==> src/rtl/instr_issue_unit.sv <==
// Instruction issue unit: buffers loader instructions in a FIFO and issues
// one word per cycle to a 3-stage pipeline that has no forwarding. NOPs are
// inserted while the FIFO head reads a register written by a recent issue.
// Retired writes are reported as tagged result beats sampled from pipe_out.
module instr_issue_unit #(
  parameter int DEPTH      = 8,
  parameter int HAZ_DEPTH  = 3,
  parameter int RESULT_LAT = 3
) (
  input  logic                     clk,
  input  logic                     reset,
  input  logic                     in_valid,
  input  logic [31:0]              in_instr,
  output logic                     in_ready,
  input  logic                     run,
  output logic [31:0]              issue_instr,
  input  logic [31:0]              pipe_out,
  output logic                     res_valid,
  output logic [4:0]               res_ws,
  output logic [31:0]              res_data,
  output logic [$clog2(DEPTH):0]   fifo_count,
  output logic [15:0]              stall_count,
  output logic                     idle
);

  localparam int AW = $clog2(DEPTH);

  logic [31:0]   mem [DEPTH];
  logic [AW-1:0] wr_ptr;
  logic [AW-1:0] rd_ptr;

  logic          sb_we [HAZ_DEPTH];
  logic [4:0]    sb_ws [HAZ_DEPTH];
  logic          rl_we [RESULT_LAT];
  logic [4:0]    rl_ws [RESULT_LAT];

  logic [31:0]   head;
  logic          fifo_empty;
  logic          hazard;
  logic          inflight;
  logic          push;
  logic          issue_now;

  assign head       = mem[rd_ptr];
  assign fifo_empty = (fifo_count == '0);
  assign in_ready   = (fifo_count < ($clog2(DEPTH)+1)'(DEPTH));
  assign push       = in_valid && in_ready;
  assign issue_now  = run && !fifo_empty && !hazard;
  assign idle       = fifo_empty && !inflight;

  // Head is blocked if any recent write targets one of the registers it reads
  always_comb begin
    hazard = 1'b0;
    for (int i = 0; i < HAZ_DEPTH; i++) begin
      if (sb_we[i] && ((sb_ws[i] == head[21:17]) ||
                       (!head[28] && (sb_ws[i] == head[15:11])))) begin
        hazard = 1'b1;
      end
    end
  end

  // Any pending write in the scoreboard or the result line keeps the unit busy
  always_comb begin
    inflight = 1'b0;
    for (int i = 0; i < HAZ_DEPTH; i++) begin
      if (sb_we[i]) inflight = 1'b1;
    end
    for (int i = 0; i < RESULT_LAT; i++) begin
      if (rl_we[i]) inflight = 1'b1;
    end
  end

  // FIFO storage carries no reset; only pointers and count define validity
  always_ff @(posedge clk) begin
    if (push) mem[wr_ptr] <= in_instr;
  end

  // FIFO pointers and occupancy; pointers wrap naturally at DEPTH
  always_ff @(posedge clk or negedge reset) begin
    if (!reset) begin
      wr_ptr     <= '0;
      rd_ptr     <= '0;
      fifo_count <= '0;
    end else begin
      if (push)      wr_ptr <= wr_ptr + AW'(1);
      if (issue_now) rd_ptr <= rd_ptr + AW'(1);
      case ({push, issue_now})
        2'b10:   fifo_count <= fifo_count + 1'b1;
        2'b01:   fifo_count <= fifo_count - 1'b1;
        default: fifo_count <= fifo_count;
      endcase
    end
  end

  // Issue stage, hazard scoreboard, result delay line and result beat
  always_ff @(posedge clk or negedge reset) begin
    if (!reset) begin
      issue_instr <= '0;
      res_valid   <= 1'b0;
      res_ws      <= '0;
      res_data    <= '0;
      for (int i = 0; i < HAZ_DEPTH; i++) begin
        sb_we[i] <= 1'b0;
        sb_ws[i] <= '0;
      end
      for (int i = 0; i < RESULT_LAT; i++) begin
        rl_we[i] <= 1'b0;
        rl_ws[i] <= '0;
      end
    end else begin
      issue_instr <= issue_now ? head : 32'h0000_0000;
      sb_we[0]    <= issue_now && head[27];
      sb_ws[0]    <= issue_now ? head[26:22] : 5'd0;
      for (int i = 1; i < HAZ_DEPTH; i++) begin
        sb_we[i] <= sb_we[i-1];
        sb_ws[i] <= sb_ws[i-1];
      end
      rl_we[0] <= issue_instr[27];
      rl_ws[0] <= issue_instr[26:22];
      for (int i = 1; i < RESULT_LAT; i++) begin
        rl_we[i] <= rl_we[i-1];
        rl_ws[i] <= rl_ws[i-1];
      end
      if (rl_we[RESULT_LAT-1]) begin
        res_valid <= 1'b1;
        res_ws    <= rl_ws[RESULT_LAT-1];
        res_data  <= pipe_out;
      end else begin
        res_valid <= 1'b0;
      end
    end
  end

  // Saturating count of cycles the head was held back by a hazard
  always_ff @(posedge clk or negedge reset) begin
    if (!reset) begin
      stall_count <= '0;
    end else if (run && !fifo_empty && hazard && (stall_count != 16'hFFFF)) begin
      stall_count <= stall_count + 16'd1;
    end
  end

endmodule
==> config.mk <==
export PLATFORM = sky130hd
export DESIGN_NAME = instr_issue_unit
export DESIGN_NICKNAME = d
export VERILOG_FILES = /design/src/rtl/instr_issue_unit.sv
export SDC_FILE = /design/constraint.sdc
export NUM_CORES = 1
export LEC_CHECK = 0
export CAP_MARGIN = 20
export CORE_MARGIN = 2
export CORE_UTILIZATION = 45
export DETAILED_ROUTE_END_ITERATION = 10
export PLACE_DENSITY = 0.7
export SLEW_MARGIN = 20
export SYNTH_ARGS = -nofsm -noshare
export SYNTH_HDL_FRONTEND = slang
export SYNTH_SLANG_ARGS = --single-unit
==> constraint.sdc <==
create_clock -name clk -period 6.4 [get_ports clk]
set_input_delay 1.28 -clock clk [delete_from_list [all_inputs] [get_ports clk]]
set_output_delay 1.28 -clock clk [all_outputs]
set_load 0.03 [all_outputs]
; Word level (Yosys, flattened, before mapping)
; Memories as Yosys holds them, arrays and structs flattened.
; Cells that the tools add are included.
; W data, S select, Z words.
[totals]
out_inout_bits = 92
elab_cells = 73
in_bits = 68
n_memories = 1
ram_bits = 256
register_bits = 132
[mem_list]
columns = memory, depth, word_bits, rd, rd_ports_with_merged_regs, wr, line_no
row1 = mem, 8, 32, 1, 0, 1, 28  ; logic [31:0] mem [DEPTH];
[op_classes]
order_cmp = 1
mux = 15
eq_ne = 9
reduce_logical = 22
add_sub_neg = 5
[ops]
columns = cell, n
row1 = $mux W32, 1
row2 = $eq A5 B5 Y1, 6
row3 = $add A16 B1 Y16 const B, 1
row4 = $ne A16 B16 Y1 const B, 1
row5 = $logic_and A1 B1 Y1, 13
row6 = $mux W1, 12
row7 = $pmux W4 S2, 1
row8 = $add A3 B1 Y3 const B, 2
row9 = $mux W5, 1
row10 = $add A4 B1 Y4 const B, 1
row11 = $logic_not A1 Y1, 4
row12 = $logic_not A4 Y1, 1
row13 = $lt A4 B4 Y1 const B, 1
row14 = $sub A4 B1 Y4 const B, 1
row15 = $logic_or A1 B1 Y1, 3
row16 = $eq A2 B1 Y1 const B, 1
row17 = $eq A2 B2 Y1 const B, 1
row18 = $reduce_bool A2 Y1, 1

; Depth between registers and ports, before layout
; Gate-level depths: netlist (run 1).
; An unclocked memory read counts as a cell.
[logic_depth]
ltp_word = 12
ltp_mapped = 18

; Worst setup path before layout (run 1)
; OpenSTA, ideal clock, no wires.
[synth_path]
path_kind = input -> register
start = input port in_valid
end = memory mem[4][0] (enable)
t_required_ns = 5.939
path_slack_ns = 1.970
cell_stages = 3
t_arrival_ns = 3.969
path_cell_list = nor2b_1 -> nand2_1 -> nor3_1
[synth_via]
elab_chain_len = 3
[synth_rtl]
columns = item, line_no
row1 = "start, declared", 12  ; input logic in_valid,
row2 = $logic_and A1 B1 Y1, 47  ; assign push = in_valid && in_ready;
row3 = $mux W1, 75  ; if (push) mem[wr_ptr] <= in_instr;
row4 = $mux W1 (implied by the code), 75
row5 = "end, declared", 28
; Every way passes these cells.

; Final worst setup path (run 1)
[layout_path]
start = register rd_ptr[1]
end = register fifo_count[2]
[layout_via]
elab_chain_len = 12
[layout_rtl]
columns = item, line_no
row1 = "start, declared", 30  ; logic [AW-1:0] rd_ptr;
row2 = "start signal, assigned", 86  ; if (issue_now) rd_ptr <= rd_ptr + AW'(1);
row3 = $mem_v2 Z8 W32 (*), -
row4 = $eq A5 B5 Y1 or $logic_not A1 Y1 (tied branches), 56  ; (!head[28] && (sb_ws[i] == head[15:11])))) begin
row5 = $logic_and A1 B1 Y1, 56
row6 = $logic_or A1 B1 Y1, 55  ; if (sb_we[i] && ((sb_ws[i] == head[21:17]) ||
row7 = $logic_and A1 B1 Y1, 55
row8 = $mux W1 (2 in series), 55
row9 = $mux W1 (*), 55
row10 = $logic_not A1 Y1 (*), 48  ; assign issue_now = run && !fifo_empty && !hazard;
row11 = $logic_and A1 B1 Y1 (*), 48
row12 = net issue_now, 42  ; logic issue_now;
row13 = $eq A2 B1 Y1 or $eq A2 B2 Y1 (tied branches), 87  ; case ({push, issue_now})
row14 = $pmux W4 S2 or $reduce_bool A2 Y1 (tied branches), -
row15 = "end signal, assigned", 88  ; 2'b10: fifo_count <= fifo_count + 1'b1;
row16 = "end signal, assigned", 89  ; 2'b01: fifo_count <= fifo_count - 1'b1;
row17 = "end signal, assigned", 90  ; default: fifo_count <= fifo_count;
row18 = "end, declared", 21  ; output logic [$clog2(DEPTH):0] fifo_count,
; The timed path passes the listed nets; every way through them passes the cells marked *.
; A chain may end at the register's enable or synchronous reset.

==> impl_summary.md, run 1 <==
STA
In the finished design, the share of the clock period the worst path needs comes to 67.8%. The normalized max-slew margin is 38.6%. Setup repair after global routing left no endpoint under its margin.

The worst clock skew on the final layout is 0.0226 ns. The final number of hold-violating endpoints is 0. Setup total negative slack on the finished layout was measured at 0 ns. Timing would allow up to 0.230 GHz. The worst setup slack after layout is 2.06 ns.

Hold is met by 0.441 ns. The smallest clock period supported by the final layout is computed as 4.34 ns. The setup violation total in the final timing report is 0. The number of slew-limit violations in the final report was 0.

For the pin with the worst max-slew slack, the measured transition is 0.921 ns.

Global route
Global routing used 17.3% of the available tracks across all layers. The first global-routing pass estimated 43600 um of wire. Entering global routing, the biggest net connects 61 pins.

The total congestion overflow after global routing is 0. The number of antenna violations at the first check in global routing is 1. The number of global-route vias before repair is 7459.

Floorplan
For this configuration, the core starts out at a cell density of 45.3%. The standard-cell row count is 65. The horizontal extent of the die is 182 um. From bottom edge to top edge, the die measures 182 um. The I/O pin count is 160. The total die area is 33000 um^2.

The core region is 31300 um^2.

Worst setup path
The worst setup path is launched from a register. The critical path goes through buf_4, mux4_1, mux2i_4, xnor2_1, nor4_2, a31oi_1, nand4_2, inv_1, ha_1, xor2_1, ha_1, a21oi_1, xor2_1, nor2_1, xor2_1. The worst reg-to-reg path cell count is 15.

The worst register-to-register path begins at rd_ptr[1]. Across all register-to-register paths, the minimum setup slack is 2.06 ns. By startpoint and endpoint, the worst setup path is classified as reg -> reg. The critical path ends at fifo_count[2].

The capturing element type of the critical path is a register. The critical path's slowest cell is sky130_fd_sc_hd__dfrtp_2. STA puts the critical path data required time at 6.80 ns. The end of the worst register-to-register path is fifo_count[2]. The worst stage delay on the critical path is 0.97 ns. Of all nets on the critical path, the largest fanout is 34. For the worst setup path, the data arrival time is 4.74 ns. The start point of the critical path is rd_ptr[1]. Among the stages of the critical path, the cell type that occurs most often is sky130_fd_sc_hd__xor2_1.

Clocking
Hold repair after CTS inserted 0 buffers. In this run the clock root is driven by a sky130_fd_sc_hd__clkbuf_16. Clock-pin slew was measured on the worst setup and hold paths at 0.06 ns.

Counting along the longest clock path gives a buffer depth of 3. TritonCTS built the clock tree. The clock drives 370 sinks. The number of clock buffers inserted by TritonCTS is 38.

CTS built an H-tree with a depth of 2. Gates resized during post-CTS repair numbered 0. The clock latency at the later pin of the worst-skew pair is 0.53 ns.

The number of buffers inserted to repair setup after CTS is 0.

Place
The worst setup timing slack at the placement stage is 2.05 ns. The quantity of I/O buffers inserted on ports is 159. The congestion estimate from routability-driven global placement came to 0.758. After legalization and detailed placement, the total HPWL measured 17300 um.

Logic synthesis
The cell area after synthesis is 14200 um^2. Synthesis produced a netlist with a net count of 799. Of all flip-flops after synthesis, the portion carrying an async set or reset was 30.8%. The number of instances in the synthesized netlist is 725.

A synthesized cell averages 19.6 um^2. The most common flop cell mapped by yosys is sky130_fd_sc_hd__edfxtp_1. Counting flops and latches in the post-synthesis netlist gives 370. After synthesis, flip-flops and latches occupy 74.3% of the total area. During synthesis, Yosys emitted a total of 0 warnings. Counting flops with a built-in enable in the synthesized netlist gives 256. The number of unique standard cell types used by synthesis is 42.

Drt
After detailed routing, the average wire length per cell comes to 21.0 um. The post-route DRC violation count is 0. The overall routed net length is 28300 um. The routed layout has 7109 vias. The first detailed-routing pass took 4 iterations.

Using the TritonRoute via totals, the vias-per-cell ratio works out to 5.27. For this block, the initial DRC count from the detailed router was 512. Once detail routing completed, the nets flagged for antenna violations numbered 0.

Power
The internal portion of the total power is 0.00574 W. VDD sags by at most 0.271 mV. Per report_power, the combinational group accounts for 33.0% of the total. The register share of total power is 40.2%. The areal power density over the cells is 481 nW/um^2. The analysis attributes to net switching a power of 0.00273 W. Net switching is 32.2% of the power.

Per report_power, the clock group accounts for 26.8% of the total. The leakage power is 6.34 nW.

Cells and area
The layout cell share with drive strength beyond 1 is 20.5%. Relative to the synthesized area, the layout overhead comes to 24.2%. The final layout contains 989 nets.

The filler cells instantiated in the layout total 2382. In the layout the commonest cells are 256 x sky130_fd_sc_hd__edfxtp_1, 158 x sky130_fd_sc_hd__clkdlybuf4s50_1, 111 x sky130_fd_sc_hd__dfrtp_1. The library cell used most frequently in the layout, excluding fill and tap cells, is sky130_fd_sc_hd__edfxtp_1.

Hold path
The path class of the tightest hold or removal check is reg -> reg. The worst hold path cell count is 0.

Outcome
The run finished with clean final reports.

Run
The number of max-capacitance violations reported is 0.
worst max-delay path, delay by kind of cell, from the launching register on:
family / cells / cell delay [ns]
adders and majority gates: 2 / 0.44
AOI/OAI and AO/OA: 2 / 0.58
muxes: 2 / 0.85
DFF: 1 / 0.97
xor gates and xnor gates: 4 / 0.59
and+or+nand+nor: 3 / 0.31
buffers and inverters: 2 / 0.46
per-layer routing:
metal | part of all wire (%) | GRT usage [%] | up-vias
met5 | 0 | 0 | -
met2 | 49 | 29.0 | 258
met1 | 42 | 23.0 | 3622
met3 | 7.5 | 4.19 | 42
li1 | - | - | 3187
met4 | 1.8 | 4.23 | 0
flip-flops by register name, indices dropped and copies added, names as in the netlist:
| register | flops |
|---|---|
| mem | 256 |
| res_data | 32 |
| issue_instr | 28 |
| stall_count | 16 |
| rl_ws | 15 |
| res_ws | 5 |
| fifo_count | 4 |
| sb_ws | 4 |
| rd_ptr | 3 |
| rl_we | 3 |
| wr_ptr | 3 |
| res_valid | 1 |
power groups by stage:
stage | clock [W] | combinational (W) | sequential (W)
floorplan | 0 | 0.00160 | 0.00370
global placement | 0 | 0.00279 | 0.00345
detailed placement | 0 | 0.00283 | 0.00347
CTS | 0.00232 | 0.00284 | 0.00342
global route | 0.00241 | 0.00299 | 0.00347
finish | 0.00227 | 0.00279 | 0.00341
stage by stage:
stage | utilization (%) | instance area [um^2] | cells | power [W]
after CTS | 56.3 | 17600 | 1347 | 0.00858
after global routing | 56.3 | 17600 | 1347 | 0.00887
after floorplan | - | 14200 | 725 | 0.00530
after global placement | 52.1 | 16300 | 1277 | 0.00625
after detailed placement | 52.1 | 16300 | 1277 | 0.00630
final | 56.3 | 17600 | 1348 | 0.00848
synthesized netlist by cell type, types with 5 or more instances:
master,n,area [um^2]
sky130_fd_sc_hd__buf_1,5,18.8
sky130_fd_sc_hd__mux4_2,55,1240
sky130_fd_sc_hd__edfxtp_1,256,7690
sky130_fd_sc_hd__nand2_1,17,63.8
sky130_fd_sc_hd__dfrtp_1,114,2850
sky130_fd_sc_hd__xor2_1,19,166
sky130_fd_sc_hd__ha_1,6,75.1
sky130_fd_sc_hd__clkbuf_1,12,45.0
sky130_fd_sc_hd__mux2i_1,35,350
sky130_fd_sc_hd__mux2i_4,6,135
sky130_fd_sc_hd__nor2_1,45,169
sky130_fd_sc_hd__inv_1,5,18.8
sky130_fd_sc_hd__nand3_1,14,70.1
sky130_fd_sc_hd__nor3_1,5,25.0
sky130_fd_sc_hd__mux2_2,41,462
sky130_fd_sc_hd__xnor2_1,34,298
sky130_fd_sc_hd__and3_1,7,43.8
worst min-delay path by stage:
stage,startpoint,to,slack (ns)
2_1_floorplan,rl_we[0],res_valid,0.37
3_3_place_gp,rl_ws[13],rl_ws[8],0.43
3_5_place_dp,rl_ws[13],rl_ws[8],0.43
4_1_cts,rl_ws[13],rl_ws[8],0.44
5_1_grt,rl_ws[13],rl_ws[8],0.44
6_report,rl_ws[13],rl_ws[8],0.44
cell families after synthesis:
logic type,Yosys count,share of synthesized area (%)
AOI/OAI and AO/OA,12,0.758
xor gates and xnor gates,53,3.27
adders and majority gates,6,0.529
buffers and inverters,30,1.09
DFF,370,74.3
muxes,141,16.1
and+or+nand+nor,113,4.00
layout make-up:
class                           instances  area, um^2  area share [%]
Inverter                                5        18.8           0.107
Clock buffer                           46         991            5.62
Sequential cell                       370       10500            59.8
Clock inverter                         24         303            1.72
Timing Repair Buffer                  175        1710            9.70
Multi-Input combinational cell        325        3550            20.1
Antenna cell                            1        2.50          0.0142
Tap cell                              402         503            2.85
(Power assumes the default switching activity.)
==> inputs of run 2 (changes only) <==
==> constraint.sdc (replaced) <==
create_clock -name clk -period 4.4 [get_ports clk]
set_input_delay 0.88 -clock clk [delete_from_list [all_inputs] [get_ports clk]]
set_output_delay 0.88 -clock clk [all_outputs]
set_load 0.03 [all_outputs]
==> run 2 against run 1 <==
First-iteration DRC count decreased by 2.1%; critical endpoint unchanged; register-to-register slack worse by 1.5 ns; highest routed layer is now met5; largest cell class unchanged; core utilization barely moved; cell area is essentially flat.
==> impl_summary.md, run 2 (synthesized netlist as in run 1, its figures left out) <==
STA
The worst clock skew on the final layout is 0.0142 ns (-0.00841 ns). The post-route fraction of the period consumed by the critical path came to 86.3% (+18 points). The final setup TNS is 0 ns (unchanged). The maximum frequency from static timing analysis is 0.263 GHz (+14%).

The slew at the pin closest to its max-slew limit is 0.815 ns (-0.106 ns). The final number of hold-violating endpoints is 0 (unchanged). The minimum clock period is 3.80 ns (-0.544 ns).

The number of slew-limit violations in the final report is 0 (unchanged). The setup violation total in the final timing report came to 0 (unchanged). Setup repair after global routing left no endpoint under its margin. The normalized max-slew margin is 45.7% (+7.1 points). The worst hold margin was 0.441 ns (+0.000297 ns).

Power
The relative contribution of combinational cells to total power is 34.9% (+1.9 points). The register share of total power came to 39.6% (-0.6 points). The switching power was 0.00397 W (+45%).

The part of the power in the clock network is 25.4% (-1.4 points). The cell-internal power is 0.00824 W (+43%). The areal power density over the cells came to 693 nW/um^2 (+44%).

The worst ir drop on vdd is 0.370 mV (+37%). The switching power as a share of total power came to 32.5% (+0.29 points). The leakage power is 6.34 nW (about the same).

Clocking
The maximum buffer depth of the clock tree was 3 (unchanged). The sink count of the clock tree is 370 (unchanged). The number of buffers added to fix hold violations after cts came to 0 (unchanged).

The tree is rooted in a sky130_fd_sc_hd__clkbuf_16. The number of H-tree levels is 2 (unchanged). The clock transition at the register clock pins on the worst setup and hold paths after CTS is 0.06 ns (about the same). The number of buffers inserted to repair setup after CTS came to 0 (unchanged).

The number of clock buffers inserted by TritonCTS is 39 (+2.6%). The total of cells resized after clock tree synthesis is 0 (unchanged). TritonCTS built the clock tree. The clock latency at the later pin of the worst-skew pair is 0.51 ns (-0.02 ns).

Worst setup path
The worst reg-to-reg path cell count is 15 (unchanged). The critical path's most frequent cell is sky130_fd_sc_hd__xor2_1. The signal on the critical path passes through mux4_2, mux2i_4, xor2_1, nand2_1, nor4_2, a41oi_2, nand4_2, inv_1, ha_1, xor2_1, ha_1, a21oi_1, xor2_1, nor2_1, xor2_1. The arrival time at the worst endpoint is 4.19 ns (-0.55 ns). The worst-path maximum fanout is 23 (-32%).

The startpoint identified for the worst register-to-register timing path is rd_ptr[1]. The number of buffers and inverters on the critical path is 1 (-1). STA classifies the critical path endpoint as a register.

The kind of cell with the highest combined delay along the critical path is multiplexers. The worst stage delay on the critical path was 0.77 ns (-0.20 ns). The endpoint identified for the worst register-to-register timing path is fifo_count[2]. The internal reg-to-reg setup slack is 0.60 ns (-1.46 ns). The worst setup path category is reg -> reg. The required time at the endpoint of the critical path is 4.80 ns (-2.00 ns). The critical path launch point type is a register.

The critical path's slowest cell is sky130_fd_sc_hd__dfrtp_2.

Global route
The largest net degree at the start of global routing is 66 (+8.2%). The first-pass GRT wire length is 44900 um (+3.0%). The number of global-route vias before repair was 7580 (+1.6%). The number of antenna violations at the first check in global routing is 3 (+2). The global-route usage over all layers is 17.9% (+0.55 points). The total congestion overflow after global routing is 0 (unchanged).

Drt
The violation count after the first detailed-routing iteration was 501 (-2.1%). The overall via count from detail_route is 7166 (+0.80%). The detail-routed net length per standard cell is 21.3 um (+1.4%).

The via-per-instance ratio is 5.29 (+0.36%). The iteration count of the initial detailed-routing pass was 4 (unchanged). The remaining antenna violation count is 0 (unchanged). The overall routed net length is 28800 um (+1.8%). The post-route DRC violation count is 0 (unchanged).

Place
The quantity of I/O buffers inserted on ports was 159 (unchanged). The HPWL reported at the end of detailed placement was 17000 um (-1.7%). The routability congestion estimate from global placement came to 0.835 (+10%).

Floorplan
The I/O pin count was 160 (unchanged). The standard-cell row count came to 65 (unchanged). The placeable core region is 31300 um^2 (unchanged). The total die area is 33000 um^2 (unchanged).

The horizontal extent of the die is 182 um (unchanged). The initial cell density of the core came to 45.3% (unchanged). The die span in y is 182 um (unchanged).

Cells and area
In the final layout, the registers with the most flip-flops are mem x256, res_data x32, issue_instr x28. In the layout the commonest cells are 256 x sky130_fd_sc_hd__edfxtp_1, 158 x sky130_fd_sc_hd__clkdlybuf4s50_1, 111 x sky130_fd_sc_hd__dfrtp_1. The flip-flop count of the largest register, all copies and words added is 256 (unchanged). The most flop-heavy register is mem.

The layout cell share with drive strength beyond 1 was 20.8% (+0.29 points). The library cell used most frequently in the layout, excluding fill and tap cells, is sky130_fd_sc_hd__edfxtp_1. The net count of the finished layout was 996 (+0.71%).

The signed area change from the synthesized netlist to the final layout is 24.2% (about the same). The number of fill cells is 2381 (-0.042%).

Outcome
The flow ran to the end, and the final reports show no timing, DRC or antenna violations.

Hold path
The class of the tightest hold or removal check is in -> async.

Run
The number of max-capacitance violations reported is 0 (unchanged).
## run 2: changes by cell type in the layout (fill, tap and decap cells not counted), sizes merged
cell,before,now
buf,17,23
bufinv,7,2
clkbuf,46,57
clkinv,15,10
clkinvlp,0,1
inv,7,5
## run 2: worst reg2reg max path: stages (launching register included)
cell and delay, ns:
sky130_fd_sc_hd__dfrtp_2 0.77, sky130_fd_sc_hd__mux4_2 0.63, sky130_fd_sc_hd__mux2i_4 0.25, sky130_fd_sc_hd__xor2_1 0.17, sky130_fd_sc_hd__nand2_1 0.08, sky130_fd_sc_hd__nor4_2 0.29
sky130_fd_sc_hd__a41oi_2 0.12, sky130_fd_sc_hd__nand4_2 0.19, sky130_fd_sc_hd__inv_1 0.07, sky130_fd_sc_hd__ha_1 0.25, sky130_fd_sc_hd__xor2_1 0.18, sky130_fd_sc_hd__ha_1 0.19
sky130_fd_sc_hd__a21oi_1 0.14, sky130_fd_sc_hd__xor2_1 0.16, sky130_fd_sc_hd__nor2_1 0.06, sky130_fd_sc_hd__xor2_1 0.14
## run 2: per-layer routing
| metal | track usage (%) | wire [um] |
|---|---|---|
| met3 | 4.37 | 2350 |
| met2 | 28.9 | 13800 |
| met4 | 4.88 | 462 |
| met5 | 0 | 23 |
| met1 | 24.5 | 12200 |
## run 2: per-stage QoR
stage	area [um^2]	power [W]	utilization [%]	worst slack, ns	std cells
global placement	16400	0.00915	52.4	0.613	1283
finish	17600	0.0122	56.3	0.603	1354
floorplan	14200	0.00771	-	0.370	725
CTS	17600	0.0123	56.3	0.551	1353
detailed placement	16400	0.00922	52.4	0.540	1283
global route	17600	0.0128	56.3	0.287	1354
## run 2: area by class of cell
class	instances	area (um^2)	area share (%)
Sequential cell	370	10500	59.9
Multi-Input combinational cell	325	3550	20.1
Timing Repair Buffer	181	1790	10.2
Clock buffer	57	1100	6.22
Tap cell	402	503	2.85
Clock inverter	13	114	0.646
Inverter	5	18.8	0.107
Antenna cell	1	2.50	0.0142
## run 2: power by group through the flow
stage	clock network (W)	registers [W]	logic [W]
4_1_cts	0.00317	0.00485	0.00432
6_report	0.00310	0.00484	0.00427
3_5_place_dp	0	0.00492	0.00430
2_1_floorplan	0	0.00539	0.00232
5_1_grt	0.00332	0.00493	0.00455
3_3_place_gp	0	0.00489	0.00426
## run 2: how the worst max path moves through the flow
| stage | end | start | cells after the start | slack [ns] |
|---|---|---|---|---|
| 3_3_place_gp | fifo_count[2] | rd_ptr[1] | 14 | 0.61 |
| 3_5_place_dp | fifo_count[2] | rd_ptr[1] | 15 | 0.54 |
| 2_1_floorplan | mem[4][0] | in_valid | 3 | 0.37 |
| 4_1_cts | fifo_count[2] | rd_ptr[1] | 15 | 0.55 |
| 6_report | fifo_count[2] | rd_ptr[1] | 15 | 0.60 |
| 5_1_grt | fifo_count[2] | rd_ptr[1] | 15 | 0.29 |
